[config.mk]
export PLATFORM = sky130hd
export DESIGN_NAME = pipe_shifter_flat
export DESIGN_NICKNAME = d
export VERILOG_FILES = /design/src/rtl/pipe_shifter_if.sv /design/src/rtl/pipe_shifter.sv /design/src/flat_wrapper.sv
export SDC_FILE = /design/constraint.sdc
export NUM_CORES = 1
export LEC_CHECK = 0
export ABC_AREA = 1
export BUFFER_PORTS_ARGS = -buffer_cell sky130_fd_sc_hd__buf_2
export CAP_MARGIN = 40
export CORE_MARGIN = 2
export CORE_UTILIZATION = 50
export CTS_BUF_LIST = sky130_fd_sc_hd__clkbuf_2 sky130_fd_sc_hd__clkbuf_4 sky130_fd_sc_hd__clkbuf_8
export DETAILED_ROUTE_END_ITERATION = 8
export GPL_ROUTABILITY_DRIVEN = 1
export PLACE_DENSITY = 0.72
export SLEW_MARGIN = 20
export SYNTH_ARGS = -nofsm -noshare
export SYNTH_HDL_FRONTEND = slang
export SYNTH_SLANG_ARGS = --single-unit
export TNS_END_PERCENT = 50
[constraint.sdc]
create_clock -name clk -period 1.5 [get_ports clk]
set_input_delay 0.3 -clock clk [delete_from_list [all_inputs] [get_ports clk]]
set_output_delay 0.3 -clock clk [all_outputs]
set_load 0.01 [all_outputs]
[src/rtl/pipe_shifter_if.sv]
// rtl/pipe_shifter_if.sv - operation/result handshake bundle for pipe_shifter
interface pipe_shifter_if #(
    parameter int WIDTH = 16
);
    localparam int SHW = $clog2(WIDTH);

    logic             in_valid;
    logic             in_ready;
    logic [WIDTH-1:0] in_a;
    logic [SHW-1:0]   in_amt;
    logic [1:0]       in_op;
    logic             out_valid;
    logic             out_ready;
    logic [WIDTH-1:0] out_res;

    // Shifter side: consumes operations, produces results
    modport slave (
        input  in_valid, in_a, in_amt, in_op, out_ready,
        output in_ready, out_valid, out_res
    );

    // Producer/consumer side
    modport master (
        output in_valid, in_a, in_amt, in_op, out_ready,
        input  in_ready, out_valid, out_res
    );
endinterface

[src/rtl/pipe_shifter.sv]
// rtl/pipe_shifter.sv - two-stage SLL/ROR/SRL/SRA shifter; PIPE_SHIFTER_ROT_EN enables ROR on op 01
module pipe_shifter #(
    parameter int WIDTH = 16
) (
    input logic           clk,
    input logic           rst_n,
    pipe_shifter_if.slave bus
);
    localparam int SHW = $clog2(WIDTH);
    localparam int LO  = SHW / 2;
    localparam int HI  = SHW - LO;

    logic             s1_valid_q, s1_valid_d;
    logic [WIDTH-1:0] s1_data_q, s1_data_d;
    logic [1:0]       s1_op_q, s1_op_d;
    logic [HI-1:0]    s1_amt_hi_q, s1_amt_hi_d;
    logic             out_valid_q, out_valid_d;
    logic [WIDTH-1:0] out_res_q, out_res_d;
    logic             s2_adv;
    logic             in_ready;

    // One partial shift; both stages reuse it with their share of the amount.
    // SRA keeps the sign correct in stage 2 because a partial arithmetic
    // shift leaves the original sign bit in the MSB.
    function automatic logic [WIDTH-1:0] shift_op(input logic [WIDTH-1:0] a,
                                                  input logic [SHW-1:0]   amt,
                                                  input logic [1:0]       op);
        logic [WIDTH-1:0] r;
        case (op)
            2'b00:   r = a << amt;
`ifdef PIPE_SHIFTER_ROT_EN
            2'b01:   r = WIDTH'({a, a} >> amt);
`else
            2'b01:   r = a << amt;
`endif
            2'b10:   r = a >> amt;
            default: r = $unsigned($signed(a) >>> amt);
        endcase
        return r;
    endfunction

    // Handshake: stage 2 moves when empty or drained, stage 1 when it can pass on
    always_comb begin
        s2_adv   = !out_valid_q | bus.out_ready;
        in_ready = !s1_valid_q | s2_adv;
    end

    // Stage 1 next state: low amount bits applied, high bits carried forward
    always_comb begin
        s1_valid_d  = s1_valid_q;
        s1_data_d   = s1_data_q;
        s1_op_d     = s1_op_q;
        s1_amt_hi_d = s1_amt_hi_q;
        if (in_ready) begin
            s1_valid_d = bus.in_valid;
            if (bus.in_valid) begin
                s1_data_d   = shift_op(bus.in_a, {{HI{1'b0}}, bus.in_amt[LO-1:0]}, bus.in_op);
                s1_op_d     = bus.in_op;
                s1_amt_hi_d = bus.in_amt[SHW-1:LO];
            end
        end
    end

    // Stage 2 next state: remaining amount bits applied; held while stalled
    always_comb begin
        out_valid_d = out_valid_q;
        out_res_d   = out_res_q;
        if (s2_adv) begin
            out_valid_d = s1_valid_q;
            if (s1_valid_q) begin
                out_res_d = shift_op(s1_data_q, {s1_amt_hi_q, {LO{1'b0}}}, s1_op_q);
            end
        end
    end

    // Pipeline registers; reset drops every in-flight operation
    always_ff @(posedge clk or negedge rst_n) begin
        if (!rst_n) begin
            s1_valid_q  <= 1'b0;
            s1_data_q   <= '0;
            s1_op_q     <= '0;
            s1_amt_hi_q <= '0;
            out_valid_q <= 1'b0;
            out_res_q   <= '0;
        end else begin
            s1_valid_q  <= s1_valid_d;
            s1_data_q   <= s1_data_d;
            s1_op_q     <= s1_op_d;
            s1_amt_hi_q <= s1_amt_hi_d;
            out_valid_q <= out_valid_d;
            out_res_q   <= out_res_d;
        end
    end

    assign bus.in_ready  = in_ready;
    assign bus.out_valid = out_valid_q;
    assign bus.out_res   = out_res_q;
endmodule

[src/flat_wrapper.sv]
// flat-port wrapper written by rule: the top's interface ports become plain ports
module pipe_shifter_flat 
#(
    parameter int WIDTH = 16
)
  (clk, rst_n, bus_in_valid, bus_in_a, bus_in_amt, bus_in_op, bus_out_ready, bus_in_ready, bus_out_valid, bus_out_res);
  pipe_shifter_if #(.WIDTH(WIDTH)) bus_i ();
  input logic clk;
  input logic rst_n;
  input wire logic [$bits(bus_i.in_valid)-1:0] bus_in_valid;
  input wire logic [$bits(bus_i.in_a)-1:0] bus_in_a;
  input wire logic [$bits(bus_i.in_amt)-1:0] bus_in_amt;
  input wire logic [$bits(bus_i.in_op)-1:0] bus_in_op;
  input wire logic [$bits(bus_i.out_ready)-1:0] bus_out_ready;
  output wire logic [$bits(bus_i.in_ready)-1:0] bus_in_ready;
  output wire logic [$bits(bus_i.out_valid)-1:0] bus_out_valid;
  output wire logic [$bits(bus_i.out_res)-1:0] bus_out_res;
  assign bus_i.in_valid = bus_in_valid;
  assign bus_i.in_a = bus_in_a;
  assign bus_i.in_amt = bus_in_amt;
  assign bus_i.in_op = bus_in_op;
  assign bus_i.out_ready = bus_out_ready;
  assign bus_in_ready = bus_i.in_ready;
  assign bus_out_valid = bus_i.out_valid;
  assign bus_out_res = bus_i.out_res;
  pipe_shifter #(.WIDTH(WIDTH)) u_core (.clk(clk), .rst_n(rst_n), .bus(bus_i));
endmodule
==> Word-level counts from Yosys, hierarchy flattened <==
Index checks and enable logic that the tools add are counted.
{ "op_classes": {"bitwise_logic": 2, "eq_ne": 4, "muxes": 2, "reduce_logical": 8, "shifts": 6} }
{ "ops": {"columns": ["cell", "n"], "rows": [
  ["16-bit case mux with 2 select lines", 2],
  ["16-bit by 2-bit << shifter with 16-bit output", 1],
  ["16-bit by 4-bit << shifter with 16-bit output", 1],
  ["16-bit by 2-bit right shift with 16-bit output", 1],
  ["16-bit by 4-bit right shift with 16-bit output", 1],
  ["16-bit by 2-bit >>> shifter with 16-bit output", 1],
  ["16-bit by 4-bit >>> shifter with 16-bit output", 1],
  ["2-bit by 1-bit equality test with 1-bit output (second input constant)", 2],
  ["2-bit equality test (second input constant)", 2],
  ["2-bit zero test", 2],
  ["2-bit AND reduction", 2],
  ["2-bit OR reduction", 2],
  ["1-bit zero test", 2],
  ["1-bit bitwise OR", 2]
]} }
{ "totals": {"output_inout_bits": 18, "reg_bits": 38, "word_cells": 28, "input_bits": 26} }

==> Depth between registers and ports, before layout <==
{ "logic_depth": {"depth_word": 4, "depth_mapped": 9, "mapped_depth_nobuf": 8} }

==> Least setup slack after synthesis <==
No wires, ideal clock.
{ "synth_timing": {"path_kind": "reg2reg", "startpoint": "reg u_core.out_valid_q (netlist: u_core.bus.out_valid)", "endpoint": "reg u_core.s1_data_q[3]", "required_time_ns": 1.383, "path_stages_with_launch": 8, "setup_time_ns": 0.117, "t_arrival_ns": 1.097, "n_path_buf": 2, "period_less_slack_ns": 1.215, "slack_ns": 0.285, "cell_sequence": "dfrtp_1 > nand3_2 > nand2_1 > inv_2 > buf_6 > buf_6 > nand3_1 > nand2_1"} }
{ "synth_between": {"elab_chain_len": 4} }
{ "synth_lines": {"columns": ["item", "line_no", "rtl"], "rows": [
  ["from (decl)", "pipe_shifter.sv:17", "logic out_valid_q, out_valid_d;"],
  ["from (signal assigned)", "pipe_shifter.sv:90", "out_valid_q <= out_valid_d;"],
  ["1-bit zero test", "pipe_shifter.sv:44", "s2_adv = !out_valid_q | bus.out_ready;"],
  ["1-bit bitwise OR", "pipe_shifter.sv:44", null],
  ["1-bit bitwise OR", "pipe_shifter.sv:45", "in_ready = !s1_valid_q | s2_adv;"],
  ["via bus_in_ready", "flat_wrapper.sv:15", "output wire logic [$bits(bus_i.in_ready)-1:0] bus_in_ready;"],
  ["2-bit AND reduction (no source line)", null, null],
  ["to (signal assigned)", "pipe_shifter.sv:87", "s1_data_q <= s1_data_d;"],
  ["to (decl)", "pipe_shifter.sv:14", "logic [WIDTH-1:0] s1_data_q, s1_data_d;"]
]} }
The timed path passes the listed nets, and every way through them passes these cells.
A chain may end at the register's enable or synchronous reset.

==> Worst setup path in the final report <==
{ "layout_timing": {"startpoint": "reg u_core.s1_op_q[1]", "endpoint": "reg u_core.out_res_q[11] (netlist: u_core.bus.out_res[11])"} }
{ "layout_between": {"elab_chain_len": 3, "elab_cells_between_ends": 5, "classes_between": "2 x eq/ne; 1 x mux; 2 x reduce/logical"} }
{ "layout_lines": {"columns": ["item", "line_no", "rtl"], "rows": [
  ["from (decl)", "pipe_shifter.sv:15", "logic [1:0] s1_op_q, s1_op_d;"],
  ["from (signal assigned)", "pipe_shifter.sv:88", "s1_op_q <= s1_op_d;"],
  ["2-bit by 1-bit equality test with 1-bit output or 2-bit zero test (tied branches)", "pipe_shifter.sv:29", "case (op)"],
  ["2-bit OR reduction (no source line)", null, null],
  ["16-bit case mux with 2 select lines (*)", "pipe_shifter.sv:29", null],
  ["to (signal assigned)", "pipe_shifter.sv:91", "out_res_q <= out_res_d;"],
  ["to (decl)", "pipe_shifter.sv:18", "logic [WIDTH-1:0] out_res_q, out_res_d;"]
]} }
Every way passes the cells marked *; elsewhere a longest branch is shown, timed or not.

==> impl_metrics.toml <==
[yosys]
synth.avg_cell_area_um2 = 6.02
yosysWarnings = 0
synth_top_family_by_area = "simple AND/OR/NAND/NOR gates"
netlist_instances = 469
synth.area.top_cells = "dfrtp_1, nand2_1, nand3_1"
synth-edff-count = 0
syn-cell-area_mm2 = 0.00282
synth_xor_area_frac = 0
netlist.area_leader.share = 0.337
synth_most_common_cell = "nand2_1"
seq_area_frac_synth = 0.337
ys_ff_latch = 38
yosysUniqueCellTypes = 25
synthTopCellsByCount = "nand2_1, nand3_1, nor2_1"
synth_area_leader_cell = "dfrtp_1"
synthMuxAreaShare = 0
synth_simple_gate_area_frac = 0.496
synth-async-reset-ratio = 1.00
synth_compound_area_frac = 0.0864
synth_ff_type = "dfrtp_1"
synthAdderAreaFrac = 0
syn-num-nets = 495

[clock_network]
cts_buffer_depth = 2
cts_buffers = 5
clk_pin_slew_ns = 0.08
clock_latency_ns = 0.29
cts_num_sinks = 38
clockRootBuffer = "clkbuf_8"
postCtsSetupBuffers = 0
htreeDepth = 2
cts_tree = "yes"

[drt]
ant_nets = 0
firstDrtPassIters = 5
remaining_drc_errors = 0
drt-total-wl_mm = 7.84
num_vias = 3131
routedWlPerCell_um = 13.3
drt_iter0_markers = 288
viasPerCell = 5.31

[power]
ir_worst_vdd_uv = 443
leakagePower_uw = 0.00183
p_per_area_mw_per_mm2 = 1130

[global_routing]
grt_max_degree = 23
gr-total-overflow = 0
grt_pass1_wl_mm = 13.5
grt_use_total = 0.270
grt_pass1_vias = 2944
antenna_found_initial = 0

[die]
rows = 27
core-area_mm2 = 0.00547
start_util = 0.516
die_w_um = 79.1
io_pins = 44
die-area_mm2 = 0.00626
die_height_um = 79.1

[timing]
tns_ns = 0
fin_skew_ns = 0.00827
period_share = 0.911
max_freq_ghz = 0.731
hold_viol_final = 0
slew_viol_final = 0
setup_slack_ns = 0.133
period_needed_ns = 1.37
slew_headroom = 0.594
tightest_slew_ns = 0.608
setup_viol_count_final = 0
rsz0062_at_grt = "no"

[hold_path]
hold_path_startpoint = "bus_in_amt[2]"
holdPathEnd = "u_core.s1_amt_hi_q[0]"
hold_class = "input pin to flip-flop"
whs_path_depth = 3

[worst_setup_path]
critPathArrivalTime_ns = 1.58
startpoint_type = "flip-flop"
reg2regPathDepth = 4
path_max_fanout = 10
cp-end-kind = "flip-flop"
required_ns = 1.71
criticalPathCategory = "flip-flop to flip-flop"
r2r_slack_ns = 0.13
r2r_start = "u_core.s1_op_q[1]"
crit_start = "u_core.s1_op_q[1]"
regToRegEndpoint = "u_core.bus.out_res[11]"

[status]
status = "finished, final reports clean"

[placed_design]
placed_area_mm2 = 0.00317
portBuffers = 43
place.gp.congestion = 0.936
hpwl_mm = 6.17
pre_cts_slack_ns = 0.110

[final_layout]
filler_cell_count = 559
multi_input_area_mm2 = 0.00165
area.sequential_um2 = 951
nNetsFinal = 543
areaGrowthSynthToFinish_pct = 16.2
final_cell_area_mm2 = 0.00328
diodes = 0
drive_gt1_frac = 0.156

[job]
drv_cap = 0
-- logic make-up (layout without fill, tap and decap cells) --
group                  after synthesis  in the layout
AND/OR/NAND/NOR                    344            344
buffers and inverters               44             93
AO/OA/AOI/OAI                       43             43
flip-flops                          38             38
-- registers in the layout, summed over array words and instances, names as in the netlist --
| signal | cells |
|---|---|
| u_core.bus.out_res | 16 |
| u_core.s1_data_q | 16 |
| u_core.s1_amt_hi_q | 2 |
| u_core.s1_op_q | 2 |
| u_core.bus.out_valid | 1 |
| u_core.s1_valid_q | 1 |
-- cell usage in the layout (no fill, tap or decap) --
cell type      count
clkbuf_8           6
inv_4              1
nand2_2            1
o22ai_1            1
dfrtp_1           38
buf_2             43
nor2_1            51
inv_1             17
nor2_2             1
nand3_1           75
a21oi_2            1
o21ai_4            1
nand2_1          213
nand4_1            1
buf_12             3
o21ai_0           12
or2_2              1
a22oi_1            3
clkinv_2           1
clkbuf_4           1
dlygate4sd3_1      1
inv_2              4
a21oi_1           17
o21a_1             2
nand3_2            1
a21boi_0           3
buf_4             16
o21ai_1            3
-- metal layers --
metal,up-vias,global-route usage,wire length [µm]
li1,1592,-,-
met1,1395,0.368,3600
met2,126,0.431,3550
met3,18,0.0443,482
met4,0,0.105,201
met5,-,0,0
-- layout make-up --
cell class                 instances  share of cell area
tap                               72              0.0275
timing repair buffer              63               0.124
sequential                        38               0.290
clock buffer                       7              0.0275
multi-input combinational        387               0.504
clock inverter                     1             0.00153
inverter                          22              0.0259
-- worst max-delay path, stage by stage, from the launching register on --
cell and delay (ns):
dfrtp_1 0.55, nand3_1 0.22, o21ai_4 0.30, nor2_1 0.07, a21oi_1 0.15
-- how the worst max path moves through the flow --
| stage | to | slack (ns) |
|---|---|---|
| floorplan | u_core.s1_data_q[3] | 0.29 |
| global placement | u_core.bus.out_res[9] | 0.09 |
| detailed placement | u_core.s1_data_q[14] | 0.11 |
| CTS | u_core.bus.out_res[11] | 0.11 |
| global route | u_core.bus.out_res[14] | 0.04 |
| finish | u_core.bus.out_res[11] | 0.13 |
-- power by group --
part,switching (µW),internal (µW),leakage (µW)
sequential,198,1280,0.000453
combinational,913,569,0.00133
clock,358,389,0.0000517
-- timing repair --
action | in CTS | in global routing
hold buffers | 1 | 0
endpoints found under the setup margin | 0 | 4
gates resized for setup | 0 | 1
hold endpoints to repair | 16 | 0
-- through the flow --
step	power, µW	utilization	hold slack, ns	cells
2_1_floorplan	2430	-	0.00441	469
3_3_place_gp	2950	0.579	0.247	581
3_5_place_dp	2960	0.579	0.250	581
4_1_cts	3710	0.598	0.232	590
5_1_grt	4000	0.599	0.257	590
6_report	3710	0.599	0.233	590
Power figures use the tool's default switching activity.
